### src/rtl/rv32_bus_arbiter_if.sv
// Channel request/response signals plus the single downstream bus of rv32_bus_arbiter.
// master: arbiter view (drives the bus); slave: requesting channels and the bus target.
interface rv32_bus_arbiter_if #(
    parameter int CHANNELS   = 2,
    parameter int ADDR_WIDTH = 32,
    parameter int DATA_WIDTH = 32
);
    localparam int MASK_WIDTH = DATA_WIDTH / 8;

    logic [CHANNELS*ADDR_WIDTH-1:0] ch_address_in;
    logic [CHANNELS-1:0]            ch_read_in;
    logic [CHANNELS-1:0]            ch_write_in;
    logic [CHANNELS*MASK_WIDTH-1:0] ch_write_mask_in;
    logic [CHANNELS*DATA_WIDTH-1:0] ch_write_value_in;
    logic [CHANNELS-1:0]            ch_ready_out;
    logic [DATA_WIDTH-1:0]          ch_read_value_out;

    logic [ADDR_WIDTH-1:0]          bus_address_out;
    logic                           bus_read_out;
    logic                           bus_write_out;
    logic [MASK_WIDTH-1:0]          bus_write_mask_out;
    logic [DATA_WIDTH-1:0]          bus_write_value_out;
    logic [DATA_WIDTH-1:0]          bus_read_value_in;
    logic                           bus_ready_in;

    modport master (
        input  ch_address_in, ch_read_in, ch_write_in, ch_write_mask_in, ch_write_value_in,
        input  bus_read_value_in, bus_ready_in,
        output ch_ready_out, ch_read_value_out,
        output bus_address_out, bus_read_out, bus_write_out, bus_write_mask_out, bus_write_value_out
    );

    modport slave (
        output ch_address_in, ch_read_in, ch_write_in, ch_write_mask_in, ch_write_value_in,
        output bus_read_value_in, bus_ready_in,
        input  ch_ready_out, ch_read_value_out,
        input  bus_address_out, bus_read_out, bus_write_out, bus_write_mask_out, bus_write_value_out
    );
endinterface

### src/rtl/rv32_bus_arbiter.sv
// Single-outstanding bus arbiter: IDLE grant -> ACCESS (held until bus_ready_in) -> RESPOND pulse; 3 cycles minimum.
// Grant policy: fixed lowest-index priority, or round-robin when RV32_ARB_ROUND_ROBIN_EN is defined.
module rv32_bus_arbiter #(
    parameter int CHANNELS   = 2,
    parameter int ADDR_WIDTH = 32,
    parameter int DATA_WIDTH = 32
) (
    input  logic               clk,
    input  logic               reset,
    rv32_bus_arbiter_if.master io
);
    localparam int MASK_WIDTH = DATA_WIDTH / 8;
    localparam int GW         = (CHANNELS > 1) ? $clog2(CHANNELS) : 1;

    typedef enum logic [1:0] {IDLE, ACCESS, RESPOND} state_t;

    state_t                state_q, state_d;
    logic [GW-1:0]         grant_q, grant_d;
    logic [ADDR_WIDTH-1:0] addr_q, addr_d;
    logic [MASK_WIDTH-1:0] mask_q, mask_d;
    logic [DATA_WIDTH-1:0] wval_q, wval_d;
    logic [DATA_WIDTH-1:0] rdata_q, rdata_d;
    logic                  rd_q, rd_d;
    logic                  wr_q, wr_d;
`ifdef RV32_ARB_ROUND_ROBIN_EN
    logic [GW-1:0]         ptr_q, ptr_d;
`endif

    logic [CHANNELS-1:0]   req;
    logic                  grant_vld;
    logic [GW-1:0]         grant_idx;
    logic [ADDR_WIDTH-1:0] sel_addr;
    logic [MASK_WIDTH-1:0] sel_mask;
    logic [DATA_WIDTH-1:0] sel_wval;
    logic                  sel_rd;
    logic                  sel_wr;
    logic [CHANNELS-1:0]   ch_ready;

    // Descending loops: the last hit (lowest index in the pass) wins.
    always_comb begin
        req       = io.ch_read_in | io.ch_write_in;
        grant_vld = 1'b0;
        grant_idx = '0;
`ifdef RV32_ARB_ROUND_ROBIN_EN
        for (int i = CHANNELS - 1; i >= 0; i--) begin
            if (req[i] && (i <= int'(ptr_q))) begin
                grant_vld = 1'b1;
                grant_idx = GW'(i);
            end
        end
        // Channels above the pointer come first in the cyclic search.
        for (int i = CHANNELS - 1; i >= 0; i--) begin
            if (req[i] && (i > int'(ptr_q))) begin
                grant_vld = 1'b1;
                grant_idx = GW'(i);
            end
        end
`else
        for (int i = CHANNELS - 1; i >= 0; i--) begin
            if (req[i]) begin
                grant_vld = 1'b1;
                grant_idx = GW'(i);
            end
        end
`endif
    end

    always_comb begin
        sel_addr = '0;
        sel_mask = '0;
        sel_wval = '0;
        sel_rd   = 1'b0;
        sel_wr   = 1'b0;
        for (int i = 0; i < CHANNELS; i++) begin
            if (GW'(i) == grant_idx) begin
                sel_addr = io.ch_address_in[i*ADDR_WIDTH +: ADDR_WIDTH];
                sel_mask = io.ch_write_mask_in[i*MASK_WIDTH +: MASK_WIDTH];
                sel_wval = io.ch_write_value_in[i*DATA_WIDTH +: DATA_WIDTH];
                sel_rd   = io.ch_read_in[i];
                sel_wr   = io.ch_write_in[i];
            end
        end
    end

    always_ff @(posedge clk) begin
        if (reset) begin
            state_q <= IDLE;
        end else begin
            state_q <= state_d;
        end
    end

    always_comb begin
        state_d = state_q;
        case (state_q)
            IDLE:    if (grant_vld) state_d = ACCESS;
            ACCESS:  if (io.bus_ready_in) state_d = RESPOND;
            RESPOND: state_d = IDLE;
            default: state_d = IDLE;
        endcase
    end

    always_comb begin
        grant_d = grant_q;
        addr_d  = addr_q;
        mask_d  = mask_q;
        wval_d  = wval_q;
        rdata_d = rdata_q;
        rd_d    = rd_q;
        wr_d    = wr_q;
`ifdef RV32_ARB_ROUND_ROBIN_EN
        ptr_d   = ptr_q;
`endif
        case (state_q)
            IDLE: begin
                rd_d = 1'b0;
                wr_d = 1'b0;
                if (grant_vld) begin
                    grant_d = grant_idx;
                    addr_d  = sel_addr;
                    mask_d  = sel_mask;
                    wval_d  = sel_wval;
                    // A combined read+write request goes out as a write.
                    wr_d    = sel_wr;
                    rd_d    = sel_rd & ~sel_wr;
`ifdef RV32_ARB_ROUND_ROBIN_EN
                    ptr_d   = grant_idx;
`endif
                end
            end
            ACCESS: begin
                if (io.bus_ready_in) begin
                    rd_d = 1'b0;
                    wr_d = 1'b0;
                    if (rd_q) rdata_d = io.bus_read_value_in;
                end
            end
            default: begin
                rd_d = 1'b0;
                wr_d = 1'b0;
            end
        endcase
    end

    always_ff @(posedge clk) begin
        if (reset) begin
            grant_q <= '0;
            addr_q  <= '0;
            mask_q  <= '0;
            wval_q  <= '0;
            rdata_q <= '0;
            rd_q    <= 1'b0;
            wr_q    <= 1'b0;
`ifdef RV32_ARB_ROUND_ROBIN_EN
            ptr_q   <= GW'(CHANNELS - 1);
`endif
        end else begin
            grant_q <= grant_d;
            addr_q  <= addr_d;
            mask_q  <= mask_d;
            wval_q  <= wval_d;
            rdata_q <= rdata_d;
            rd_q    <= rd_d;
            wr_q    <= wr_d;
`ifdef RV32_ARB_ROUND_ROBIN_EN
            ptr_q   <= ptr_d;
`endif
        end
    end

    // Gated by reset so a transaction abandoned in RESPOND never pulses.
    always_comb begin
        ch_ready = '0;
        if ((state_q == RESPOND) && !reset) begin
            for (int i = 0; i < CHANNELS; i++) begin
                ch_ready[i] = (GW'(i) == grant_q);
            end
        end
    end

    assign io.ch_ready_out        = ch_ready;
    assign io.ch_read_value_out   = rdata_q;
    assign io.bus_address_out     = addr_q;
    assign io.bus_read_out        = rd_q;
    assign io.bus_write_out       = wr_q;
    assign io.bus_write_mask_out  = mask_q;
    assign io.bus_write_value_out = wval_q;
endmodule

### src/flat_wrapper.sv
// flat-port wrapper written by rule: the top's interface ports become plain ports
module rv32_bus_arbiter_flat 
#(
    parameter int CHANNELS   = 2,
    parameter int ADDR_WIDTH = 32,
    parameter int DATA_WIDTH = 32
)
  (clk, reset, io_ch_address_in, io_ch_read_in, io_ch_write_in, io_ch_write_mask_in, io_ch_write_value_in, io_bus_read_value_in, io_bus_ready_in, io_ch_ready_out, io_ch_read_value_out, io_bus_address_out, io_bus_read_out, io_bus_write_out, io_bus_write_mask_out, io_bus_write_value_out);
  rv32_bus_arbiter_if #(.CHANNELS(CHANNELS), .ADDR_WIDTH(ADDR_WIDTH), .DATA_WIDTH(DATA_WIDTH)) io_i ();
  input  logic clk;
  input  logic reset;
  input wire logic [$bits(io_i.ch_address_in)-1:0] io_ch_address_in;
  input wire logic [$bits(io_i.ch_read_in)-1:0] io_ch_read_in;
  input wire logic [$bits(io_i.ch_write_in)-1:0] io_ch_write_in;
  input wire logic [$bits(io_i.ch_write_mask_in)-1:0] io_ch_write_mask_in;
  input wire logic [$bits(io_i.ch_write_value_in)-1:0] io_ch_write_value_in;
  input wire logic [$bits(io_i.bus_read_value_in)-1:0] io_bus_read_value_in;
  input wire logic [$bits(io_i.bus_ready_in)-1:0] io_bus_ready_in;
  output wire logic [$bits(io_i.ch_ready_out)-1:0] io_ch_ready_out;
  output wire logic [$bits(io_i.ch_read_value_out)-1:0] io_ch_read_value_out;
  output wire logic [$bits(io_i.bus_address_out)-1:0] io_bus_address_out;
  output wire logic [$bits(io_i.bus_read_out)-1:0] io_bus_read_out;
  output wire logic [$bits(io_i.bus_write_out)-1:0] io_bus_write_out;
  output wire logic [$bits(io_i.bus_write_mask_out)-1:0] io_bus_write_mask_out;
  output wire logic [$bits(io_i.bus_write_value_out)-1:0] io_bus_write_value_out;
  assign io_i.ch_address_in = io_ch_address_in;
  assign io_i.ch_read_in = io_ch_read_in;
  assign io_i.ch_write_in = io_ch_write_in;
  assign io_i.ch_write_mask_in = io_ch_write_mask_in;
  assign io_i.ch_write_value_in = io_ch_write_value_in;
  assign io_i.bus_read_value_in = io_bus_read_value_in;
  assign io_i.bus_ready_in = io_bus_ready_in;
  assign io_ch_ready_out = io_i.ch_ready_out;
  assign io_ch_read_value_out = io_i.ch_read_value_out;
  assign io_bus_address_out = io_i.bus_address_out;
  assign io_bus_read_out = io_i.bus_read_out;
  assign io_bus_write_out = io_i.bus_write_out;
  assign io_bus_write_mask_out = io_i.bus_write_mask_out;
  assign io_bus_write_value_out = io_i.bus_write_value_out;
  rv32_bus_arbiter #(.CHANNELS(CHANNELS), .ADDR_WIDTH(ADDR_WIDTH), .DATA_WIDTH(DATA_WIDTH)) u_core (.clk(clk), .reset(reset), .io(io_i));
endmodule
### config.mk
export PLATFORM = sky130hd
export DESIGN_NAME = rv32_bus_arbiter_flat
export DESIGN_NICKNAME = d
export VERILOG_FILES = /design/src/rtl/rv32_bus_arbiter_if.sv /design/src/rtl/rv32_bus_arbiter.sv /design/src/flat_wrapper.sv
export SDC_FILE = /design/constraint.sdc
export NUM_CORES = 1
export LEC_CHECK = 0
export ABC_AREA = 1
export CAP_MARGIN = 15
export CELL_PAD_IN_SITES_DETAIL_PLACEMENT = 1
export CELL_PAD_IN_SITES_GLOBAL_PLACEMENT = 1
export CORE_MARGIN = 4
export CORE_UTILIZATION = 23
export DETAILED_ROUTE_END_ITERATION = 10
export GPL_TIMING_DRIVEN = 1
export PLACE_DENSITY_LB_ADDON = 0.1
export RECOVER_POWER = 50
export SETUP_SLACK_MARGIN = 0.5
export SYNTH_ARGS = -nofsm -noshare
export SYNTH_HDL_FRONTEND = slang
export SYNTH_SLANG_ARGS = --single-unit
### constraint.sdc
create_clock -name clk -period 1.3 [get_ports clk]
set_input_delay 0.195 -clock clk [delete_from_list [all_inputs] [get_ports clk]]
set_output_delay 0.195 -clock clk [all_outputs]
set_load 0.01 [all_outputs]
==> run summary, run 1 <==
Status -> finished with violations
Failing checks -> negative setup slack
Clock Tree Buf Depth -> 2
Switching Fraction -> 0.3077
Synthesized Nets -> 944
Clk_skew -> 12.08 ps
Hold path endpoint -> u_core.io.bus_address_out[29]$_SDFFE_PP0P_
Overflow after GRT -> 0
Top_reg_cell synth -> dfxtp_1
Cell Chain, Critical Path -> inv_2 -> nor2_2 -> nand2_2 -> nor2_2 -> buf_6
Largest net degree at the start of global routing -> 57
Synth top cells by count -> 176 x nand2_1, 141 x inv_1, 138 x nand3_1
Nets -> 1,272
Layout fillers -> 2,557
Cell Rows -> 54
Worst slew margin -> 0.7210
WHS -> 366.0 ps
TritonRoute pass-1 iters -> 4
GPL Wtd Cong -> 0.7768
Yosys cell types -> 18
H-tree depth -> 3
Total CTS buffers -> 9
Share of cells above drive strength 1 -> 0.3512
Dpl cells -> 1,314
Final Hold Fails -> 0
Vias in the first global route -> 6,241
Slowest-stage cell, CP -> dfxtp_2
Area Growth Syn to Fin -> 104.2%
Drt total wl -> 24,230 um
Number of synthesized flops with an enable pin -> 0
Register bit total from synthesis -> 105
Die Y -> 156.5 um
Port Buffer Count -> 278
Least-Margin Pin Slew -> 418.5 ps
Worst Reg2Reg Path Length in Cells -> 8
Maximum capacitance violations -> 0
Yosys Warn Count -> 0
Clk sinks -> 105
Netlist Area Pre-Place -> 5069 um^2
Synth Instances -> 769
Vias -> 6,206
Clock latency on the worst-skew pair -> 350 ps
Crit path buffers/inverters -> 2
Asr flop ratio synth -> 0
Cell taking the most area after synthesis -> dfxtp_1
Final setup fails -> 59
Average cell area after synthesis -> 6.591 um^2
Clock group share of total power -> 0.291
First-pass GRT wire length -> 35,250 um
HP Class -> in -> reg
Post-synthesis sequential area ratio -> 0.4147
Delay-heaviest family, CP -> flip-flops
TritonCTS clock tree -> built
Sequential power share -> 0.365
Tmin final -> 1350 ps
Peak VDD IR -> 0.5143 mV
Detail Route Antenna Nets -> 0
Min-Delay Startpoint -> reset
Net Switching -> 3.120 mW
Fmax -> 740.6 MHz
Starting DRC count in detailed routing -> 194
RSZ-0062 raised after global routing -> yes
Die X -> 156.5 um
Fin cells -> 1,383
Final worst path period share -> 1.039
Final Worst Setup Slack -> -50.28 ps
Startpoint Class -> flop
Crit path DAT -> 1160 ps
Routed WL per cell -> 17.52 um
Clock transition at the registers of the reported paths -> 80 ps
Logic pwr share -> 0.344
Initial antenna violation count -> 0
CP required -> 1110 ps
Tot Pwr -> 10.14 mW
Synth area leaders -> dfxtp_1 41%, nand3_1 14%, nand2_1 13%, inv_1 10%, a21oi_1 10%
Ports -> 279
Internal -> 7.019 mW
Core area -> 21,760 um^2
Crit Path Class -> reg -> out
Setup TNS Final -> -855.6 ps
Setup crit end kind -> output port
Crit Path Max Fanout -> 2
Most frequent CP cell -> nor2_2
Total GRT Usage -> 0.1848
Final Max Tran Viols -> 0
Synth top area share -> 0.4147
Leak pwr -> 4.780 nW
FF-to-FF End -> u_core.io.bus_write_value_out[31]$_SDFFE_PP0P_
CP peak stage delay -> 350 ps
Worst flop-to-flop path startpoint -> u_core.state_q[1]$_SDFFE_PP0P_
Most frequent cell after synthesis -> nand2_1
Pwr/cell area -> 979.7 nW/um^2
WHS Path Cells -> 5
Die Area -> 24,480 um^2
Detailed Place HPWL -> 15,590 um
Vias per cell -> 4.487
Reg2Reg Setup Slack -> -50 ps
Initial core utilization -> 0.2330
Drc violations -> 0
Root buffer cell -> clkbuf_16
through the flow:
stage / instance area, um^2 / setup WS, ps / utilization
final: 10350 / -50.28 / 0.4757
after global routing: 10350 / -129.8 / 0.4756
after CTS: 9956 / -50.32 / 0.4576
after detailed placement: 8516 / -388.7 / 0.3914
after global placement: 8516 / -388.6 / 0.3914
after floorplan: 5200 / 176.0 / -
per-layer routing:
layer / up-vias / track usage / routed length [um]
met5: - / 0 / 0
met4: 0 / 0.04752 / 329
met3: 17 / 0.05393 / 1828
met2: 172 / 0.3121 / 11740
met1: 2945 / 0.2314 / 10330
li1: 3072 / - / -
worst max-delay path by stage:
stage,start,endpoint,cells after the start
floorplan,u_core.state_q[0]$_SDFFE_PP0P_,u_core.io.bus_write_value_out[12]$_SDFFE_PP0P_,8
global placement,io_ch_read_in[1],u_core.io.bus_write_value_out[12]$_SDFFE_PP0P_,9
detailed placement,io_ch_read_in[1],u_core.io.bus_write_value_out[17]$_SDFFE_PP0P_,9
CTS,u_core.state_q[1]$_SDFFE_PP0P_,io_ch_ready_out[0],5
global route,u_core.state_q[1]$_SDFFE_PP0P_,u_core.io.bus_address_out[25]$_SDFFE_PP0P_,8
finish,u_core.state_q[1]$_SDFFE_PP0P_,io_ch_ready_out[1],5
layout make-up:
| cell class | instances | area (um^2) | share of cell area |
|---|---|---|---|
| Antenna cell | 1 | 2.502 | 0.0002418 |
| Timing Repair inverter | 1 | 8.758 | 0.0008462 |
| Clock buffer | 9 | 225.2 | 0.02176 |
| Inverter | 142 | 545.5 | 0.05271 |
| Multi-Input combinational cell | 465 | 2714 | 0.2622 |
| Clock inverter | 7 | 85.08 | 0.008221 |
| Tap cell | 280 | 350.3 | 0.03385 |
| Timing Repair Buffer | 373 | 4253 | 0.4109 |
| Sequential cell | 105 | 2166 | 0.2093 |
cell families after synthesis:
logic type      count (synthesis)  share of synthesized area
compound gates                105                     0.1042
flops                         105                     0.4147
simple gates                  360                     0.3271
buf+inv                       199                     0.1540
worst min-delay path: cells and delay by family:
family / cells / cell delay, ps
AO/OA/AOI/OAI: 1 / 50
buffers and inverters: 3 / 390
AND/OR/NAND/NOR: 1 / 50
cell usage in the layout, fill, tap and decap left out, types with 6 or more instances in the layout:
master           synthesis  final
buf_12                   0     21
a21oi_2                  0     51
clkbuf_16                0     13
buf_4                    5     44
dfxtp_1                105     54
buf_16                   0     10
nand2_2                  1     15
inv_1                  141    139
nand3_2                  0     33
dfxtp_2                  0     51
a21oi_1                103     48
clkdlybuf4s50_1          0    170
nand2_1                176    157
nand3_1                138    103
nand3b_1                32     32
buf_6                    0    116
nor2_1                  10      6
power by group through the flow:
stage | combinational, mW | clock [mW] | sequential (mW)
final | 3.49 | 2.95 | 3.71
after global routing | 3.78 | 3.18 | 3.74
after CTS | 3.28 | 3.06 | 3.74
after detailed placement | 2.70 | 0 | 3.71
after global placement | 2.69 | 0 | 3.70
after floorplan | 0.986 | 0 | 3.82
state kept, by name, summed over array words and instances, names as in the netlist:
register and cells:
u_core.state_q 2, u_core.io.bus_address_out 32, u_core.io.bus_write_out 1, u_core.io.bus_write_value_out 32, u_core.io.bus_read_out 1, u_core.io.bus_write_mask_out 4, u_core.grant_q 1, u_core.io.ch_read_value_out 32
timing repair:
action / CTS / global route
setup buffers: 16 / 18
gates cloned: 13 / 5
hold buffers: 0 / 0
hold endpoints to repair: 0 / 0
setup endpoints to repair: 209 / 209
gates resized for setup: 748 / 50
pin swaps: 30 / 33
Note: power is estimated with default switching activity, not from simulation.
==> run 2, diff against run 1 <==
--- a/config.mk
+++ b/config.mk
@@ -15,6 +15,7 @@
 export GPL_TIMING_DRIVEN = 1
 export PLACE_DENSITY_LB_ADDON = 0.1
 export RECOVER_POWER = 50
+export REMOVE_ABC_BUFFERS = 1
 export SETUP_SLACK_MARGIN = 0.5
 export SYNTH_ARGS = -nofsm -noshare
 export SYNTH_HDL_FRONTEND = slang
==> run 2 against run 1 <==
  * The run still ends with negative setup slack left
  * Non-clock buffer count fell by 50
  * Via count is 6.3% lower
  * First-iteration DRC count down 3.6%
  * Global-route usage decreased by 2.3 points
  * Worst setup slack better by 8.4 ps
  * Sequential power about the same
  * Critical path depth did not move
  * Final area down 10%
  * Highest routed layer unchanged
==> run summary, run 2 (same netlist as run 1, synthesis figures left out) <==
Area Growth Syn to Fin -> 82.79%
Clk_skew -> 8.499 ps (-3.579 ps)
TritonCTS clock tree -> built
Port Buffer Count -> 278 (unchanged)
Most frequent cells in the layout -> 171 x clkdlybuf4s50_1, 155 x nand2_1, 140 x inv_1
Pwr/cell area -> 1011 nW/um^2 (+3.2%)
Crit path DAT -> 1150 ps (about the same)
Share of cells above drive strength 1 -> 0.2952 (-0.05594)
Final Hold Fails -> 0 (unchanged)
Switching Fraction -> 0.2887 (-0.01899)
Detailed Place HPWL -> 15,300 um (-1.8%)
First-pass GRT wire length -> 31,240 um (-11%)
CP required -> 1110 ps (about the same)
Core area -> 21,760 um^2 (unchanged)
Internal -> 6.665 mW (-5.0%)
Tmin final -> 1342 ps (-8.428 ps)
Ports -> 279 (unchanged)
Maximum capacitance violations -> 0 (unchanged)
Vias per cell -> 4.374 (-2.5%)
Clock group share of total power -> 0.305 (+0.014)
Peak VDD IR -> 0.4432 mV (-14%)
Least-Margin Pin Slew -> 417.1 ps (-1.417 ps)
Drc violations -> 0 (unchanged)
Nets -> 1,221 (-4.0%)
RSZ-0062 raised after global routing -> yes
Logic pwr share -> 0.297 (-0.047)
Fmax -> 745.2 MHz (+0.63%)
Drt total wl -> 21,750 um (-10%)
Startpoint Class -> flop
Die Area -> 24,480 um^2 (unchanged)
H-tree depth -> 3 (unchanged)
Vias -> 5,817 (-6.3%)
WHS Path Cells -> 5 (unchanged)
Clock latency on the worst-skew pair -> 360 ps (about the same)
Total CTS buffers -> 9 (unchanged)
Starting DRC count in detailed routing -> 187 (-3.6%)
Status -> finished with violations
Net Switching -> 2.706 mW (-13%)
Worst Reg2Reg Path Length in Cells -> 7 (-1)
Routed WL per cell -> 16.35 um (-6.7%)
Clk sinks -> 105 (unchanged)
Post-layout util -> 0.4259 (-0.04986)
Final Worst Setup Slack -> -41.85 ps (+8.428 ps)
Most common cell after layout, fill and taps aside -> clkdlybuf4s50_1
Crit Path Class -> reg -> out
Largest net degree at the start of global routing -> 71 (+25%)
Detail Route Antenna Nets -> 0 (unchanged)
Final setup fails -> 4 (-93%)
Die X -> 156.5 um (unchanged)
Total GRT Usage -> 0.1623 (-0.02254)
WHS -> 307.4 ps (-58.59 ps)
Sequential power share -> 0.398 (+0.033)
Die Y -> 156.5 um (unchanged)
Failing checks -> negative setup slack
Worst slew margin -> 0.7219 (+0.0009440)
Initial core utilization -> 0.2330 (unchanged)
Overflow after GRT -> 0 (unchanged)
Clock transition at the registers of the reported paths -> 80 ps (about the same)
TritonRoute pass-1 iters -> 4 (unchanged)
Initial antenna violation count -> 0 (unchanged)
Vias in the first global route -> 5,711 (-8.5%)
Leak pwr -> 4.292 nW (-10%)
Cell Rows -> 54 (unchanged)
GPL Wtd Cong -> 0.7359 (-5.3%)
Diodes inserted -> 0 (-1)
Final Max Tran Viols -> 0 (unchanged)
Setup crit end kind -> output port
Crit Path Max Fanout -> 3 (+1)
Final worst path period share -> 1.032 (-0.006483)
Clock Tree Buf Depth -> 2 (unchanged)
Root buffer cell -> clkbuf_16
HP Class -> in -> reg
==> run 2: per-stage QoR <==
step	setup WS (ps)	instance area (um^2)	TNS (ps)	instances	power, mW
3_3_place_gp	-370.6	8384	-27030	1307	6.304
4_1_cts	-87.51	9114	-1497	1325	9.445
5_1_grt	-111.0	9265	-4097	1330	9.962
6_report	-41.85	9265	-83.60	1330	9.371
2_1_floorplan	-1856	4821	-156800	712	4.640
3_5_place_dp	-381.3	8384	-27870	1307	6.322
==> run 2: timing repair <==
item / 4_1_cts / 5_1_grt
pin swaps: 31 / 9
hold endpoints to repair: 0 / 0
gates resized for setup: 686 / 13
hold buffers: 0 / 0
cloned: 0 / 5
setup buffers: 3 / 0
endpoints found under the setup margin: 209 / 209
==> run 2: cell type report <==
| type | instances | area (um^2) |
|---|---|---|
| multi-input combinational | 465 | 2350 |
| fill | 2638 | 12490 |
| sequential | 105 | 2231 |
| clock buffer | 11 | 252.7 |
| clock inverter | 4 | 52.55 |
| inverter | 142 | 538.0 |
| timing repair buffer | 323 | 3491 |
| tap | 280 | 350.3 |
==> run 2: path summary, 6_finish.rpt <==
check	start	end	slack [ps]
max	u_core.state_q[1]$_SDFFE_PP0P_	io_ch_ready_out[0]	-40
min	io_ch_write_in[0]	u_core.io.bus_read_out$_SDFFE_PP0P_	310
max reg2reg	u_core.state_q[1]$_SDFFE_PP0P_	u_core.io.ch_read_value_out[12]$_SDFFE_PP0P_	0
min reg2reg	u_core.io.ch_read_value_out[10]$_SDFFE_PP0P_	u_core.io.ch_read_value_out[10]$_SDFFE_PP0P_	460
==> run 2: critical path, cell delays in order, from the launching register on <==
cell	delay, ps
dfxtp_2	360
inv_2	40
nor2_2	70
nand2_1	70
nor2_1	100
buf_2	140
==> run 2: routing by layer <==
metal / up-vias / routed length (um) / GRT usage / part of all wire
li1: 2964 / - / - / -
met1: 2661 / 8932 / 0.1902 / 0.41
met2: 177 / 10470 / 0.2737 / 0.48
met3: 15 / 2082 / 0.06803 / 0.096
met4: 0 / 256 / 0.04339 / 0.012
met5: - / 0 / 0 / 0
==> run 2: power by group through the flow <==
stage	clock (mW)	combinational, mW	sequential [mW]
final	2.85	2.78	3.73
after global routing	3.13	3.06	3.77
after CTS	3.00	2.71	3.73
after detailed placement	0	2.62	3.70
after global placement	0	2.62	3.69
after floorplan	0	0.811	3.83
